<file path="config.mk">
export PLATFORM = sky130hd
export DESIGN_NAME = rr_arb8_flat
export DESIGN_NICKNAME = d
export VERILOG_FILES = /design/src/rtl/rr_arb8_if.sv /design/src/rtl/rr_arb8.sv /design/src/flat_wrapper.sv
export SDC_FILE = /design/constraint.sdc
export NUM_CORES = 1
export LEC_CHECK = 0
export BUFFER_PORTS_ARGS = -buffer_cell sky130_fd_sc_hd__buf_4
export CAP_MARGIN = 20
export CORE_MARGIN = 4
export CORE_UTILIZATION = 56
export CTS_CLUSTER_SIZE = 40
export DETAILED_ROUTE_END_ITERATION = 6
export PLACE_DENSITY = 0.81
export SYNTH_ARGS = -nofsm -noshare
export SYNTH_HDL_FRONTEND = slang
export SYNTH_SLANG_ARGS = --single-unit
</file>
<file path="constraint.sdc">
create_clock -name clk -period 3.3 [get_ports clk]
set_clock_uncertainty 0.05 [all_clocks]
set_input_delay 0.66 -clock clk [delete_from_list [all_inputs] [get_ports clk]]
set_output_delay 0.66 -clock clk [all_outputs]
set_load 0.05 [all_outputs]
</file>
<file path="src/rtl/rr_arb8_if.sv">
// rr_arb8_if: request/grant bundle between requesters and the round-robin
// arbiter.
//   req[7:0]     requester i asserts bit i
//   done         release strobe from the current owner
//   gnt[7:0]     one-hot grant, zero while no grant is held
//   gnt_idx[2:0] binary index of the granted requester
//   gnt_valid    high while a grant is held
//   timeout      one-cycle pulse after a forced release at the hold limit
interface rr_arb8_if;
  logic [7:0] req;
  logic       done;
  logic [7:0] gnt;
  logic [2:0] gnt_idx;
  logic       gnt_valid;
  logic       timeout;

  modport master (
    output req, done,
    input  gnt, gnt_idx, gnt_valid, timeout
  );

  modport slave (
    input  req, done,
    output gnt, gnt_idx, gnt_valid, timeout
  );
endinterface

</file>
<file path="src/rtl/rr_arb8.sv">
// rr_arb8: 8-way round-robin arbiter with a bounded hold time.
//   clk      single clock, rising edge
//   rst_n    asynchronous active-low reset
//   bus      rr_arb8_if.slave (req, done in; gnt, gnt_idx, gnt_valid, timeout out)
//   HOLD_MAX maximum consecutive cycles a grant is held (2..256)
//
// state | meaning
// IDLE  | no grant held; arbitrate from ptr on the next edge
// GRANT | gnt_idx owns the resource; cnt counts held cycles from 0
module rr_arb8 #(
  parameter int HOLD_MAX = 16
) (
  input  logic      clk,
  input  logic      rst_n,
  rr_arb8_if.slave  bus
);

  typedef enum logic {IDLE, GRANT} state_e;

  // Last cnt value before a forced release; HOLD_MAX=256 still fits 8 bits.
  localparam logic [7:0] CNT_LAST = 8'(HOLD_MAX - 1);

  state_e     state_q, state_d;
  logic [2:0] ptr_q, ptr_d;
  logic [7:0] cnt_q, cnt_d;
  logic [2:0] idx_q, idx_d;
  logic       valid_q, valid_d;
  logic       timeout_q, timeout_d;

  logic [2:0] pick_idx;
  logic       pick_found;
  logic [2:0] cand;
  logic       rel_norm;
  logic       rel_to;

  // Rotating priority search: first set request at ptr, ptr+1, ... mod 8.
  always_comb begin
    pick_found = 1'b0;
    pick_idx   = ptr_q;
    cand       = '0;
    for (int i = 0; i < 8; i++) begin
      cand = ptr_q + 3'(i);
      if (!pick_found && bus.req[cand]) begin
        pick_found = 1'b1;
        pick_idx   = cand;
      end
    end
  end

  always_comb begin
    state_d   = state_q;
    ptr_d     = ptr_q;
    cnt_d     = cnt_q;
    idx_d     = idx_q;
    valid_d   = valid_q;
    timeout_d = 1'b0;
    rel_norm  = bus.done || !bus.req[idx_q];
    rel_to    = (cnt_q == CNT_LAST);
    case (state_q)
      IDLE: begin
        if (pick_found) begin
          state_d = GRANT;
          idx_d   = pick_idx;
          valid_d = 1'b1;
          cnt_d   = '0;
        end
      end
      GRANT: begin
        if (rel_norm || rel_to) begin
          state_d   = IDLE;
          valid_d   = 1'b0;
          ptr_d     = idx_q + 3'd1;
          // Pulse only when the hold limit alone forced the release.
          timeout_d = !rel_norm;
        end else begin
          cnt_d = cnt_q + 8'd1;
        end
      end
      default: state_d = IDLE;
    endcase
  end

  always_ff @(posedge clk or negedge rst_n) begin
    if (!rst_n) begin
      state_q   <= IDLE;
      ptr_q     <= '0;
      cnt_q     <= '0;
      idx_q     <= '0;
      valid_q   <= 1'b0;
      timeout_q <= 1'b0;
    end else begin
      state_q   <= state_d;
      ptr_q     <= ptr_d;
      cnt_q     <= cnt_d;
      idx_q     <= idx_d;
      valid_q   <= valid_d;
      timeout_q <= timeout_d;
    end
  end

  assign bus.gnt       = valid_q ? (8'b1 << idx_q) : 8'h00;
  assign bus.gnt_idx   = idx_q;
  assign bus.gnt_valid = valid_q;
  assign bus.timeout   = timeout_q;

endmodule

</file>
<file path="src/flat_wrapper.sv">
// flat-port wrapper written by rule: the top's interface ports become plain ports
module rr_arb8_flat 
#(
  parameter int HOLD_MAX = 16
)
  (clk, rst_n, bus_req, bus_done, bus_gnt, bus_gnt_idx, bus_gnt_valid, bus_timeout);
  rr_arb8_if bus_i ();
  input  logic clk;
  input  logic rst_n;
  input wire logic [$bits(bus_i.req)-1:0] bus_req;
  input wire logic [$bits(bus_i.done)-1:0] bus_done;
  output wire logic [$bits(bus_i.gnt)-1:0] bus_gnt;
  output wire logic [$bits(bus_i.gnt_idx)-1:0] bus_gnt_idx;
  output wire logic [$bits(bus_i.gnt_valid)-1:0] bus_gnt_valid;
  output wire logic [$bits(bus_i.timeout)-1:0] bus_timeout;
  assign bus_i.req = bus_req;
  assign bus_i.done = bus_done;
  assign bus_gnt = bus_i.gnt;
  assign bus_gnt_idx = bus_i.gnt_idx;
  assign bus_gnt_valid = bus_i.gnt_valid;
  assign bus_timeout = bus_i.timeout;
  rr_arb8 #(.HOLD_MAX(HOLD_MAX)) u_core (.clk(clk), .rst_n(rst_n), .bus(bus_i));
endmodule
</file>
# ---- Word level (Yosys, flattened, before mapping)
# Index checks and enable logic that the tools add are counted.
dict set report classes {
  reduce_logical 22
  eq_ne 4
  mux 45
  n_bitwise 1
  n_lt_le_gt_ge 9
  shifts 1
  add_sub_neg 9
}
# operator count
set op_table {}
lappend op_table {{3-bit by 4-bit < comparator with 1-bit output (second input constant)} 9}
lappend op_table {{1-bit binary-select mux with 3-bit select} 9}
lappend op_table {{8-bit two-way mux} 3}
lappend op_table {{1-bit two-way mux} 23}
lappend op_table {{3-bit two-way mux} 7}
lappend op_table {{8-bit one-hot mux with 2 select lines} 1}
lappend op_table {{3-bit adder (second input constant)} 4}
lappend op_table {{1-bit zero test} 9}
lappend op_table {{8-bit by 1-bit adder with 8-bit output (second input constant)} 1}
lappend op_table {{8-bit by 4-bit equality test with 1-bit output (second input constant)} 1}
lappend op_table {{2-bit AND reduction} 4}
lappend op_table {{1-bit by 3-bit << shifter with 8-bit output (first input constant)} 1}
lappend op_table {{1-bit logical AND} 7}
lappend op_table {{3-bit by 1-bit adder with 3-bit output (second input constant)} 2}
lappend op_table {{3-bit by 2-bit adder with 3-bit output (second input constant)} 2}
lappend op_table {{2-bit != test (second input constant)} 2}
lappend op_table {{1-bit one-hot mux with 2 select lines} 2}
lappend op_table {{1-bit logical OR} 2}
lappend op_table {{2-bit by 1-bit != test with 1-bit output (second input constant)} 1}
lappend op_table {{1-bit NOT} 1}
dict set report totals {
  ff_bits 17
  input_bits 11
  out_inout_bits 13
}

# ---- Logic depth before layout (Yosys ltp)
dict set report logic_depth {
  word_depth 26
  mapped_depth 13
  mapped_depth_nobuf 9
}

# ---- Least setup slack after synthesis
# Ideal clock, no wire load.
dict set report synth_path {
  path_type {register to register}
  from {reg u_core.ptr_q[0]}
  to {reg u_core.idx_q[2], in the netlist u_core.bus.gnt_idx[2]}
  path_stages_with_launch 12
  t_arrival_ps 2876
  setup_slack_ps 238
  t_required_ps 3113
  n_path_buf 3
  cell_sequence {dfrtp_1 -> buf_6 -> buf_6 -> inv_1 -> ha_1 -> buf_6 -> mux4_2 -> mux2_2 -> a2bb2oi_1 -> or3_4 -> nor4b_2 -> o32ai_1}
}
dict set report synth_between {
  elab_chain_len 25
}
# item line_no
set synth_rtl {}
lappend synth_rtl {{start, declared} rr_arb8.sv:24} ;# logic [2:0] ptr_q, ptr_d;
lappend synth_rtl {{start signal, assigned} rr_arb8.sv:93} ;# ptr_q <= ptr_d;
lappend synth_rtl {{branches (longest 25 deep; another with 3-bit by 1-bit adder with 3-bit output)} n/a}
lappend synth_rtl {{end signal, assigned} rr_arb8.sv:95} ;# idx_q <= idx_d;
lappend synth_rtl {{end, declared} rr_arb8.sv:26} ;# logic [2:0] idx_q, idx_d;
# Several ways; the timed one is not identified. The select of a mux whose other input is x is not followed.
# A chain may end at the register's enable or synchronous reset.

# ---- Worst setup path in the final report
dict set report layout_path {
  from {reg u_core.ptr_q[1]}
  to {reg u_core.idx_q[2], in the netlist u_core.bus.gnt_idx[2]}
}
# Same word-level chain as after synthesis.

==> metrics.csv <==
stage;metric;value;unit
power_and_ir_drop;Pleak;0.8650;nW
die;I/O pins;24;
die;die footprint;4181;sq um
power_and_ir_drop;power per cell area;1096;nW/um^2
yosys;EDFF count, synth;0;
timing;setup TNS;0;ns
yosys;predominant post-synthesis flop cell;dfrtp_1;
routing;Vias/cell;6.297;
yosys;Yosys top cell area share;23.66;%
final_layout;Layout fillers;259;
routing;Routed Wire Length;4388;um
final_layout;most frequent cells in the layout;28 x buf_4, 17 x dfrtp_1, 16 x nand2_1;
routing;DR iter-0 viols;198;
die;Core Rows;20;
clock_tree;TritonCTS buffer count;3;
yosys;Mean Syn Cell Area;9.413;sq um
placement;pre-CTS setup slack;0.2849;ns
power_and_ir_drop;Peak VDD IR;0.4462;mV
final_layout;area growth from synthesis to layout;12.46;%
timing;RSZ-0062 raised after global routing;false;
clock_tree;CTS tree;done;
yosys;Post-Syn Nets;211;
clock_tree;clk slew on worst S/H paths;0.09;ns
clock_tree;Post-CTS Setup Inserts;0;
yosys;synth warn;0;
yosys;ranking of synthesized cells by area;dfrtp_1 24%, mux4_2 15%, ha_1 6.3%;
global_routing;initial antenna violation count;0;
timing;max frequency;0.3279;GHz
flow_run;max cap viols;0;
worst_hold_path;Hold Crit Class;in -> async;
setup_path;Startpoint Class;flip-flop;
die;die height;64.66;um
timing;fin crit share;92.40;%
global_routing;GRT Util Overall;22.52;%
die;core area;3053;sq um
die;Die Width;64.66;um
run_status;run status;finished, final reports clean;
routing;TritonRoute pass-1 iters;4;
yosys;Netlist Area Pre-Place;1798;sq um
yosys;Mapped Cells;191;
yosys;Seq/Total Area, Yosys;23.66;%
setup_path;crit path DAT;3.14;ns
final_layout;commonest non-fill, non-tap cell in the layout;buf_4;
placement;HPWL after detailed placement;3454;um
yosys;flops & latches, synth;17;
setup_path;CP max FO;8;
setup_path;r2r startpoint;u_core.ptr_q[1]$_DFFE_PN0P_;
clock_tree;clk_lat worst skew;0.29;ns
timing;Slew Limit Fails;0;
clock_tree;clock sink count;17;
final_layout;ant diodes;0;
timing;min setup slack post-route;0.2507;ns
clock_tree;htree depth;1;
timing;Tmin final;3.049;ns
timing;Worst-Margin Slew;0.5104;ns
global_routing;first-pass GRT wire length;7486;um
routing;# DRC;0;
die;Initial Utilization;58.89;%
final_layout;Final Core Density;66.23;%
final_layout;Post-layout nets;233;
global_routing;vias in the first global route;1560;
global_routing;largest net degree at the start of global routing;20;
final_layout;layout cells sized above 1;28.77;%
timing;setup violators final;0;
clock_tree;CTS resizes;0;
setup_path;Setup crit start;u_core.ptr_q[1]$_DFFE_PN0P_;
timing;worst rel slew slack;65.00;%
placement;GPL Wtd Cong;0.9257;
timing;final hold vios;0;
clock_tree;cts hold-fix bufs;0;
yosys;Yosys top cell by area;dfrtp_1;
routing;wire per inst;17.14;um
yosys;Synth cell types;48;
setup_path;R2R depth;8;
global_routing;GR Overflow Total;0;
placement;port buffer count;23;
clock_tree;Max clock buf depth;2;
setup_path;Worst EP required;3.39;ns
setup_path;Crit Path Class;reg -> reg;
clock_tree;clock root cell;clkbuf_4;
routing;via count;1612;
routing;Final ANT Viol Nets;0;
yosys;Synth async-reset ratio;100.0;%
setup_path;critical path capture point type;flip-flop;
cells in the mapped netlist (3+ instances only):
| library cell | count |
|---|---|
| dfrtp_1 | 17 |
| nand2_1 | 16 |
| mux4_2 | 12 |
| nor2_1 | 12 |
| a21oi_1 | 11 |
| o21ai_0 | 11 |
| mux2_2 | 10 |
| ha_1 | 9 |
| inv_1 | 8 |
| and2_1 | 7 |
| clkbuf_1 | 7 |
| nand2b_1 | 5 |
| and3_1 | 4 |
| mux2i_1 | 4 |
| o21a_1 | 4 |
| buf_6 | 3 |
| nor2b_1 | 3 |
| o21ai_1 | 3 |
| or3_1 | 3 |
per-stage QoR:
| step | hold slack (ns) | total power, W | cells | cell area [sq um] |
|---|---|---|---|---|
| 2_1_floorplan | 0.3144 | 0.001734 | 191 | 1798 |
| 3_3_place_gp | 0.4736 | 0.002031 | 252 | 1996 |
| 3_5_place_dp | 0.4833 | 0.002083 | 252 | 1996 |
| 4_1_cts | 0.1713 | 0.002198 | 256 | 2022 |
| 5_1_grt | 0.1650 | 0.002391 | 256 | 2022 |
| 6_report | 0.1652 | 0.002215 | 256 | 2022 |
sequential cells by signal, summed over array words and instances, names as in the netlist:
signal,flops
u_core.bus.gnt_idx,3
u_core.bus.gnt_valid,1
u_core.bus.timeout,1
u_core.cnt_q,8
u_core.ptr_q,3
u_core.state_q,1
final timing paths:
check	slack [ns]	endpoint
worst max-delay path	0.25	u_core.bus.gnt_idx[2]$_DFFE_PN0P_
worst min-delay path	0.17	u_core.cnt_q[0]$_DFFE_PN0P_
max in group asynchronous	2.84	u_core.cnt_q[7]$_DFFE_PN0P_
worst max register to register	0.25	u_core.bus.gnt_idx[2]$_DFFE_PN0P_
worst min register to register	0.53	u_core.cnt_q[0]$_DFFE_PN0P_
min in group clk	0.53	u_core.cnt_q[0]$_DFFE_PN0P_
worst max-delay path, stage by stage, from the launching register on:
cell,delay [ns]
dfrtp_1,0.35
inv_1,0.06
ha_1,0.45
mux4_2,0.59
mux2i_1,0.35
a2bb2oi_1,0.23
or3_4,0.44
nor4b_2,0.27
o32ai_1,0.11
per-layer routing:
layer  GRT usage (%)  wire length [um]  up-vias  share of wire (%)
met5               0                 0        -                  0
met4           6.069                41        0               0.93
met3           1.560               276        8                6.3
met2           39.30              2227       67                 51
met1           30.17              1843      775                 42
li1                -                 -      762                  -
final cells by class:
| cell class | count | area [sq um] | area share, % |
|---|---|---|---|
| clock buffers | 4 | 26.28 | 1.300 |
| multi-input cells | 155 | 1275 | 63.06 |
| well taps | 44 | 55.05 | 2.723 |
| inverters | 8 | 30.03 | 1.485 |
| repair buffers | 28 | 210.2 | 10.40 |
| flip-flops and latches | 17 | 425.4 | 21.04 |
kinds of logic (layout without fill, tap and decap cells):
logic type	after synthesis	in the layout	share of synthesized area, %
and+or+nand+nor	64	64	19.69
AOI/OAI and AO/OA	52	52	19.49
muxes	26	26	23.52
buffers and inverters	19	40	5.428
DFF	17	17	23.66
adders and majority gates	9	9	6.263
xor gates and xnor gates	4	4	1.949
power by group:
part	switching [W]	internal, W
sequential	0.0000995	0.000269
clock	0.0000610	0.0000470
combinational	0.00100	0.000735
total	0.00116	0.00105
Note: power is estimated with default switching activity, not from simulation.
